**src/rtl/regfile_writeback.sv**
```systemverilog
// regfile_writeback
//   Write-back queue between an execution producer and a register file.
//   Results are accepted into a small FIFO, committed to the register file one
//   per cycle (unless hold is high), and forwarded to the decode stage while
//   they are still pending.
//
// Ports
//   clock                   rising-edge clock
//   reset                   synchronous active-high reset
//   in_valid/in_ready       producer handshake for a {in_addr,in_data} result
//   hold                    freezes register-file writes (pushes continue)
//   WE/WR/WD                register-file write enable / address / data
//   fwd_addr1/fwd_addr2     decode-stage read addresses
//   fwd_hit1/fwd_hit2       a pending write targets the matching address
//   fwd_data1/fwd_data2     youngest pending data for that address, else 0
//   empty                   no pending writes
module regfile_writeback #(
  parameter int DEPTH  = 4,
  parameter int DATA_W = 16,
  parameter int ADDR_W = 3
) (
  input  logic              clock,
  input  logic              reset,
  input  logic              in_valid,
  output logic              in_ready,
  input  logic [ADDR_W-1:0] in_addr,
  input  logic [DATA_W-1:0] in_data,
  input  logic              hold,
  output logic              WE,
  output logic [ADDR_W-1:0] WR,
  output logic [DATA_W-1:0] WD,
  input  logic [ADDR_W-1:0] fwd_addr1,
  input  logic [ADDR_W-1:0] fwd_addr2,
  output logic              fwd_hit1,
  output logic              fwd_hit2,
  output logic [DATA_W-1:0] fwd_data1,
  output logic [DATA_W-1:0] fwd_data2,
  output logic              empty
);

  localparam int PTR_W = $clog2(DEPTH);
  localparam int CNT_W = PTR_W + 1;
  localparam logic [CNT_W-1:0] FULL_CNT = CNT_W'(DEPTH);

  logic [ADDR_W-1:0] addr_mem [DEPTH];
  logic [DATA_W-1:0] data_mem [DEPTH];
  logic [PTR_W-1:0]  rd_ptr;
  logic [PTR_W-1:0]  wr_ptr;
  logic [CNT_W-1:0]  count;
  logic              live;
  logic              push;
  logic              pop;

  // Handshake, commit port and occupancy flags. While reset is high every
  // output is forced to its idle value so a pending entry can never leak out
  // as a write in the reset cycle.
  always_comb begin
    live     = (count != {CNT_W{1'b0}}) && !reset;
    in_ready = reset || (count < FULL_CNT);
    empty    = reset || (count == {CNT_W{1'b0}});
    WE       = live && !hold;
    push     = in_valid && in_ready && !reset;
    pop      = WE;
    if (live) begin
      WR = addr_mem[rd_ptr];
      WD = data_mem[rd_ptr];
    end else begin
      WR = {ADDR_W{1'b0}};
      WD = {DATA_W{1'b0}};
    end
  end

  // Forwarding: walk entries oldest to youngest so the last match wins.
  // Only stored entries are searched, never the current in_* offer; the head
  // being popped this cycle is still stored and therefore still matches.
  always_comb begin
    logic [PTR_W-1:0] idx;
    fwd_hit1  = 1'b0;
    fwd_hit2  = 1'b0;
    fwd_data1 = {DATA_W{1'b0}};
    fwd_data2 = {DATA_W{1'b0}};
    idx       = {PTR_W{1'b0}};
    for (int k = 0; k < DEPTH; k++) begin
      idx = rd_ptr + PTR_W'(k);
      if (live && (CNT_W'(k) < count)) begin
        if (addr_mem[idx] == fwd_addr1) begin
          fwd_hit1  = 1'b1;
          fwd_data1 = data_mem[idx];
        end else begin
          fwd_hit1  = fwd_hit1;
        end
        if (addr_mem[idx] == fwd_addr2) begin
          fwd_hit2  = 1'b1;
          fwd_data2 = data_mem[idx];
        end else begin
          fwd_hit2  = fwd_hit2;
        end
      end else begin
        idx = idx;
      end
    end
  end

  // Pointer and occupancy state; DEPTH is a power of two so the pointers
  // wrap naturally at their width.
  always_ff @(posedge clock) begin
    if (reset) begin
      rd_ptr <= {PTR_W{1'b0}};
      wr_ptr <= {PTR_W{1'b0}};
      count  <= {CNT_W{1'b0}};
    end else begin
      if (push) begin
        wr_ptr <= wr_ptr + {{(PTR_W-1){1'b0}}, 1'b1};
      end
      if (pop) begin
        rd_ptr <= rd_ptr + {{(PTR_W-1){1'b0}}, 1'b1};
      end
      case ({push, pop})
        2'b10:   count <= count + {{(CNT_W-1){1'b0}}, 1'b1};
        2'b01:   count <= count - {{(CNT_W-1){1'b0}}, 1'b1};
        default: count <= count;
      endcase
    end
  end

  // Entry storage; contents need no reset because count defines validity.
  always_ff @(posedge clock) begin
    if (push) begin
      addr_mem[wr_ptr] <= in_addr;
      data_mem[wr_ptr] <= in_data;
    end
  end

endmodule

```
**config.mk**
```make
export PLATFORM = sky130hd
export DESIGN_NAME = regfile_writeback
export DESIGN_NICKNAME = d
export VERILOG_FILES = /design/src/rtl/regfile_writeback.sv
export SDC_FILE = /design/constraint.sdc
export NUM_CORES = 1
export LEC_CHECK = 0
export CORE_ASPECT_RATIO = 1.2
export CORE_MARGIN = 2
export CORE_UTILIZATION = 48
export DETAILED_ROUTE_END_ITERATION = 10
export PLACE_DENSITY = 0.71
export SLEW_MARGIN = 0
export SYNTH_ARGS = -nofsm -noshare
export SYNTH_HDL_FRONTEND = slang
export SYNTH_SLANG_ARGS = --single-unit
export TNS_END_PERCENT = 50
```
**constraint.sdc**
```tcl
create_clock -name clock -period 3.85 [get_ports clock]
set_clock_uncertainty 0.15 [all_clocks]
set_input_delay 0.77 -clock clock [delete_from_list [all_inputs] [get_ports clock]]
set_output_delay 0.77 -clock clock [all_outputs]
set_load 0.02 [all_outputs]
```
==> flow_summary.yaml, run 1 <==
place:
  hpwlAfterDp_um: 11700
  portBuffers: 84
  dp_cells: 785
  gp_congestion: 0.884
timing:
  rsz0062_at_grt: "true"
  tns_ns: -0.00508
  drv_slew: 0
  fin_ws_ns: -0.00508
  period_share_pct: 100
  finalCriticalPeriod_ns: 3.86
  relSlewSlack_pct: 68.7
  worst_slew_pin_slew_ns: 0.469
  fmax_mhz: 259
  final_hold_viol_count: 0
  whs_ns: 0.371
  finalSetupViolCount: 1
cells_and_area:
  layout.cells.non_filler: 805
  drive_gt1_share_pct: 28.4
  area_growth_pct: 28.9
  nFillCells: 957
  antenna_cells: 0
  nNetsFinal: 677
pwr:
  seqPwrFrac_pct: 42.5
  pwr_density_cell_mw_per_mm2: 322
  leakagePower_nw: 2.80
  p_sw_share_pct: 29.9
  internal_power_mw: 1.75
  irDropWorstVdd_v: 0.000203
  clkPwrFrac_pct: 32.1
  comb_power_share_pct: 25.5
  switching_power_mw: 0.748
  power_mw: 2.50
worst_hold_path:
  holdPathEnd: "count[2]$_SDFFE_PP0P_"
  min_from: "count[2]$_SDFFE_PP0P_"
  hold_depth: 2
  hp-class: "register to register"
critical_path:
  crit_arrival_ns: 2.94
  end_kind: "primary output"
  r2r_cells: 10
  path_class: "register to primary output"
  cp_max_fo: 12
  cp-start-kind: "register"
  r2r_setup_slack_ns: 1.42
  r2r_end: "count[2]$_SDFFE_PP0P_"
  r2r-start: "count[1]$_SDFFE_PP0P_"
  max_stage_delay_ns: 0.49
  required_ns: 2.93
  slowest_stage: "mux4_2"
  crit_path_cell_trace: "buf_4 -> mux4_2 -> xnor2_1 -> nand2_1 -> a2111oi_4 -> buf_12 -> a221oi_2 -> o22ai_1 -> clkdlybuf4s15_2"
floorplan:
  coreArea_mm2: 0.0122
  die_area_mm2: 0.0135
  fp.dieH_um: 127
  start_util_pct: 49.6
  rows: 44
  ioPinCount: 85
  die_w_um: 106
grt:
  first_global_vias: 5104
  grt_pass1_wl_um: 26200
  track_usage_pct: 25.3
  antenna_found_initial: 0
  grt-ovfl-total: 0
  grt_max_degree: 53
synth:
  synthCells: 533
  ys.warnings.count: 0
  ys_seq_area_share_pct: 40.8
  synth_fp_nets: 571
  synth.avg_cell_area_um2: 11.3
  ys_types: 37
  ys_ff_latch: 85
  synth_area_mm2: 0.00604
detailed_routing:
  detail_route.first_pass.iterations: 6
  ant_nets: 0
  drtIter0Drc: 396
  drc_errors: 0
  via_count: 5028
  wl_per_cell_um: 20.9
  drt_wl_total_um: 16800
  viasPerCell: 6.25
clock_network:
  clk_pin_slew_ns: 0.06
  htree_levels: 3
  cts.sinks: 85
  worstSkewPairLatency_ns: 0.35
  clock-root-buffer: "clkbuf_16"
  ctsHoldBuffers: 0
  clockBufferDepth: 2
  cts_buffers: 9
  cts_tree: "yes"
run:
  maxCapViolations: 0
run_status:
  violations: "setup timing"
  status: "complete, but fails checks"
-- kinds of logic (layout without fill, tap and decap cells) --
logic type               Yosys count  count (layout)  synth area share (%)
XOR/XNOR                          29              29                  4.21
AND/OR/NAND/NOR                   97              97                  7.96
multiplexers                     102             102                  22.2
AO/OA/AOI/OAI                    157             157                  19.1
flip-flops                        85              85                  40.8
buffers and inverters             54             165                  3.92
adder cells (fa/ha/maj)            9               9                  1.87
-- worst max path at each step --
stage                                   startpoint             to  slack [ns]
after detailed placement                     reset   fwd_data2[5]       -0.41
after global routing      addr_mem[2][1]$_DFFE_PP_   fwd_data1[4]       -0.07
after global placement                       reset   fwd_data2[5]       -0.39
final                     addr_mem[2][1]$_DFFE_PP_   fwd_data1[4]      -0.005
after CTS                   rd_ptr[0]$_SDFFE_PP0P_   fwd_data1[1]      0.0002
after floorplan              count[0]$_SDFFE_PP0P_  fwd_data2[10]        0.41
-- through the flow --
stage / utilization, % / area [µm²] / worst slack, ns
floorplan: - / 6040 / 0.414
global placement: 60.8 / 7400 / -0.387
detailed placement: 60.8 / 7400 / -0.411
CTS: 63.4 / 7710 / 0.000238
global route: 63.9 / 7780 / -0.0719
finish: 63.9 / 7780 / -0.00508
-- what timing repair did --
action                     4_1_cts  5_1_grt
pin swaps                        6        8
buffers inserted                 2        2
gates resized for setup         75       47
setup endpoints to repair       34       32
gates cloned                     0        0
-- cells in the final DEF, fill, tap and decap left out, types with 10 or more instances in the layout --
cell and count:
xnor2_1 10, o211a_1 16, mux2_2 34, nand2_1 36, a221oi_2 13, edfxtp_1 76, and2_1 23, mux2i_1 44
buf_4 47, mux4_2 22, dlygate4sd2_1 10, nor2_1 24, xor2_1 10, o22ai_1 30, a21oi_1 20, o21ai_0 46
buf_12 11, a221oi_1 19, clkdlybuf4s50_1 46
-- power by group through the flow --
stage          clock network (mW)  logic, mW  registers (mW)
6_report                    0.802      0.638            1.06
5_1_grt                     0.848      0.681            1.07
4_1_cts                     0.815      0.624            1.06
3_5_place_dp                    0      0.619            1.08
3_3_place_gp                    0      0.605            1.08
2_1_floorplan                   0      0.375            1.07
-- flip-flops by register name, summed over array words and instances, names as in the netlist, named ones only --
name / count
data_mem: 64
addr_mem: 12
count: 3
rd_ptr: 2
wr_ptr: 2
-- layer usage --
layer  part of all wire [%]  track usage (%)  routed length, µm
met5                      0                0                  0
met4                    2.7             10.8                451
met3                    7.8             4.68               1320
met2                     50             43.6               8470
met1                     39             30.9               6610
-- critical path, delay by kind of cell (launching register included) --
family / cells / cell delay [ns]
buffers and inverters: 3 / 0.68
multiplexers: 1 / 0.49
flip-flops: 1 / 0.43
AND/OR/NAND/NOR: 1 / 0.14
XOR/XNOR: 1 / 0.21
AO/OA/AOI/OAI: 3 / 0.62
-- cells in the mapped netlist --
library cell  count  area (µm²)
nor3_4            2        32.5
o21bai_1          1        7.51
a221oi_1         22         193
o21ai_0          46         230
nor3b_1           1        7.51
and4_1            2        17.5
nand3_1           2        10.0
mux2_2           35         394
a2111oi_4         2        55.1
nand4_1           4        25.0
buf_2             9        45.0
ha_1              9         113
inv_1             8        30.0
dfxtp_1           9         180
o211a_1          16         160
mux4_2           22         495
xnor2_1          12         105
o41ai_1           1        8.76
buf_6             2        22.5
a221oi_2         10         150
buf_1             5        18.8
edfxtp_1         76        2280
inv_2             1        3.75
buf_4             2        15.0
clkbuf_1         27         101
a211oi_1          1        7.51
a21o_1            1        7.51
o31ai_1           2        15.0
or3_1             3        18.8
nor2_1           24        90.1
and2_1           23         144
a21oi_1          20         100
xor2_1           17         149
mux2i_1          45         450
o21ai_1           3        15.0
nand2_1          36         135
o22ai_1          32         200
-- layout make-up --
type	instances	area [µm²]	share of cell area (%)
well taps	161	201	2.59
flip-flops and latches	85	2470	31.8
repair buffers	140	1330	17.1
clock buffers	10	229	2.94
clock inverters	6	46.3	0.595
inverters	9	33.8	0.434
multi-input cells	394	3460	44.5
Power figures use the tool's default switching activity.
==> inputs of run 2 (changes only) <==
CTS_CLUSTER_DIAMETER = 60   (was unset)
==> results of run 2 <==
Same layout as run 1: the final DEF is identical, and so are final timing and power.
==> RTL change, RTL diff (flow settings as in run 1) <==
Set the parameter `DATA_W` to 32 (it was 16).
--- a/src/rtl/regfile_writeback.sv
+++ b/src/rtl/regfile_writeback.sv
@@ -16,7 +16,7 @@
 //   empty                   no pending writes
 module regfile_writeback #(
   parameter int DEPTH  = 4,
-  parameter int DATA_W = 16,
+  parameter int DATA_W = 32,
   parameter int ADDR_W = 3
 ) (
   input  logic              clock,
Interface: changed (resized WD, fwd_data1, fwd_data2 and in_data); port bits go from 85 to 149. No check against the original RTL was run, so the function may have changed too.
==> RTL change against run 1 <==
- critical path depth rose by 1
- sequential cell count is 64 higher
- area after synthesis grew 68%
- combinational power increased by 66%
- cell area is 64% higher
- wire length up 79%
- worst setup slack better by 0.056 ns
- total power rose by 84%
- critical endpoint is now fwd_data1[10]
- highest routed layer unchanged
==> RTL change: results (changes against run 1) <==
metric;value;unit;change
grt_max_degree;90;;+70%
drt_pass1_iterations;6;;unchanged
slew_headroom;0.490;;-0.198
gp_congestion;0.906;;+2.4%
yosysSeqAreaShare;0.432;;+0.0240
grt_pass1_wl;45200;um;+73%
synth_area_leaders;edfxtp_1 41%, mux4_2 16%, o21ai_0 7.8%, o22ai_1 3.9%, mux2_2 3.9%;;
clk_pin_slew;0.06;ns;about the same
ys.flop_type;edfxtp_1;;
hold_class;reg -> reg;;
wl;30100;um;+79%
route.detailed.drc;0;;unchanged
p_leak;4.29;nW;+53%
synth_commonest_cells;159 x o21ai_0, 140 x edfxtp_1, 72 x mux4_2;;
cts_root_buf;clkbuf_16;;
drive_gt1_frac;0.275;;-0.00961
crit_slowest_cell;mux4_2;;
grt_pass1_vias;8333;;+63%
grtUsageTotal;0.265;;+0.0129
status;finished clean;;
cts_max_level;4;;+1
ys_types;35;;-5.4%
cp_data_arrival_time;2.88;ns;-0.06 ns
cts_buffers;17;;+8
numPortBuffers;148;;+76%
vias;8660;;+72%
slowest_delay;0.53;ns;+0.04 ns
synth_nets;945;;+65%
top_regs;data_mem x128, addr_mem x12, count x3;;
ys_warn_count;0;;unchanged
synth_edf_count;140;;+84%
fin_nets;1091;;+61%
antenna_found_initial;0;;unchanged
worstPathMaxFanout;30;;+18
clk_path_buf_depth;2;;unchanged
dp_hpwl;19100;um;+64%
drt_iter0_drc;937;;+140%
fill_cells;1629;;+70%
synthArstFlopShare;0;;unchanged
ir_worst_vdd;0.280;mV;+38%
pre_cts_slack;-0.354;ns;+0.0572 ns
insertion_delay;0.42;ns;+0.07 ns
RTL change: path summary, 6_finish.rpt:
check / cells past startpoint / end / from / slack [ns]
hold / removal: 2 / count[2] / count[2] / 0.41
setup / recovery: 10 / fwd_data1[10] / rd_ptr[0] / 0.05
hold reg to reg: 2 / count[2] / count[2] / 0.41
setup reg to reg: 10 / count[2] / count[0] / 1.24
RTL change: stage by stage:
| stage | TNS (ns) | utilization | std cells | cell area, um2 |
|---|---|---|---|---|
| after floorplan | 0 | - | 891 | 10100 |
| after global placement | -17.25 | 0.584 | 1276 | 12200 |
| after detailed placement | -18.07 | 0.584 | 1276 | 12200 |
| after CTS | -0.00939 | 0.614 | 1313 | 12800 |
| after global routing | -0.0957 | 0.614 | 1319 | 12800 |
| final | 0 | 0.614 | 1320 | 12800 |
RTL change: cells by family after synthesis:
| kind of cell | Yosys count | share of synthesized area |
|---|---|---|
| xor+xnor | 29 | 0.0250 |
| simple gates | 130 | 0.0609 |
| flops | 149 | 0.432 |
| compound gates | 333 | 0.187 |
| fa+ha+maj | 9 | 0.0111 |
| buf+inv | 94 | 0.0440 |
| mux | 147 | 0.240 |
RTL change: critical path, delay by kind of cell, from the launching register on:
kind | cells | cell delay, ns
flops | 1 | 0.41
buf+inv | 4 | 0.79
mux | 1 | 0.53
compound gates | 3 | 0.39
xor+xnor | 1 | 0.19
simple gates | 1 | 0.13
RTL change: repair_timing:
item	4_1_cts	5_1_grt
pin swaps	2	2
buffers inserted	5	3
endpoints found under the setup margin	66	67
cloned	1	3
gates resized for setup	97	123
RTL change: final cells by class:
type                    count  area [um2]  area share
multi-input cells         648        5410       0.423
flip-flops and latches    149        4390       0.344
repair buffers            212        2030       0.158
clock buffers              18         429      0.0336
well taps                 270         338      0.0264
clock inverters            13         159      0.0124
inverters                   9        33.8     0.00264
diodes                      1        2.50    0.000196
RTL change: where the power goes:
group	switching [W]	internal [W]	total, W
Sequential	0.0000419	0.00183	0.00187
Clock	0.000645	0.00101	0.00166
Combinational	0.000575	0.000489	0.00106
RTL change: routing by layer:
| metal | vias up | share of wire | track usage |
|---|---|---|---|
| li1 | 3803 | - | - |
| met1 | 4259 | 0.39 | 0.345 |
| met2 | 513 | 0.50 | 0.441 |
| met3 | 85 | 0.084 | 0.0410 |
| met4 | 0 | 0.032 | 0.114 |
| met5 | - | 0 | 0 |
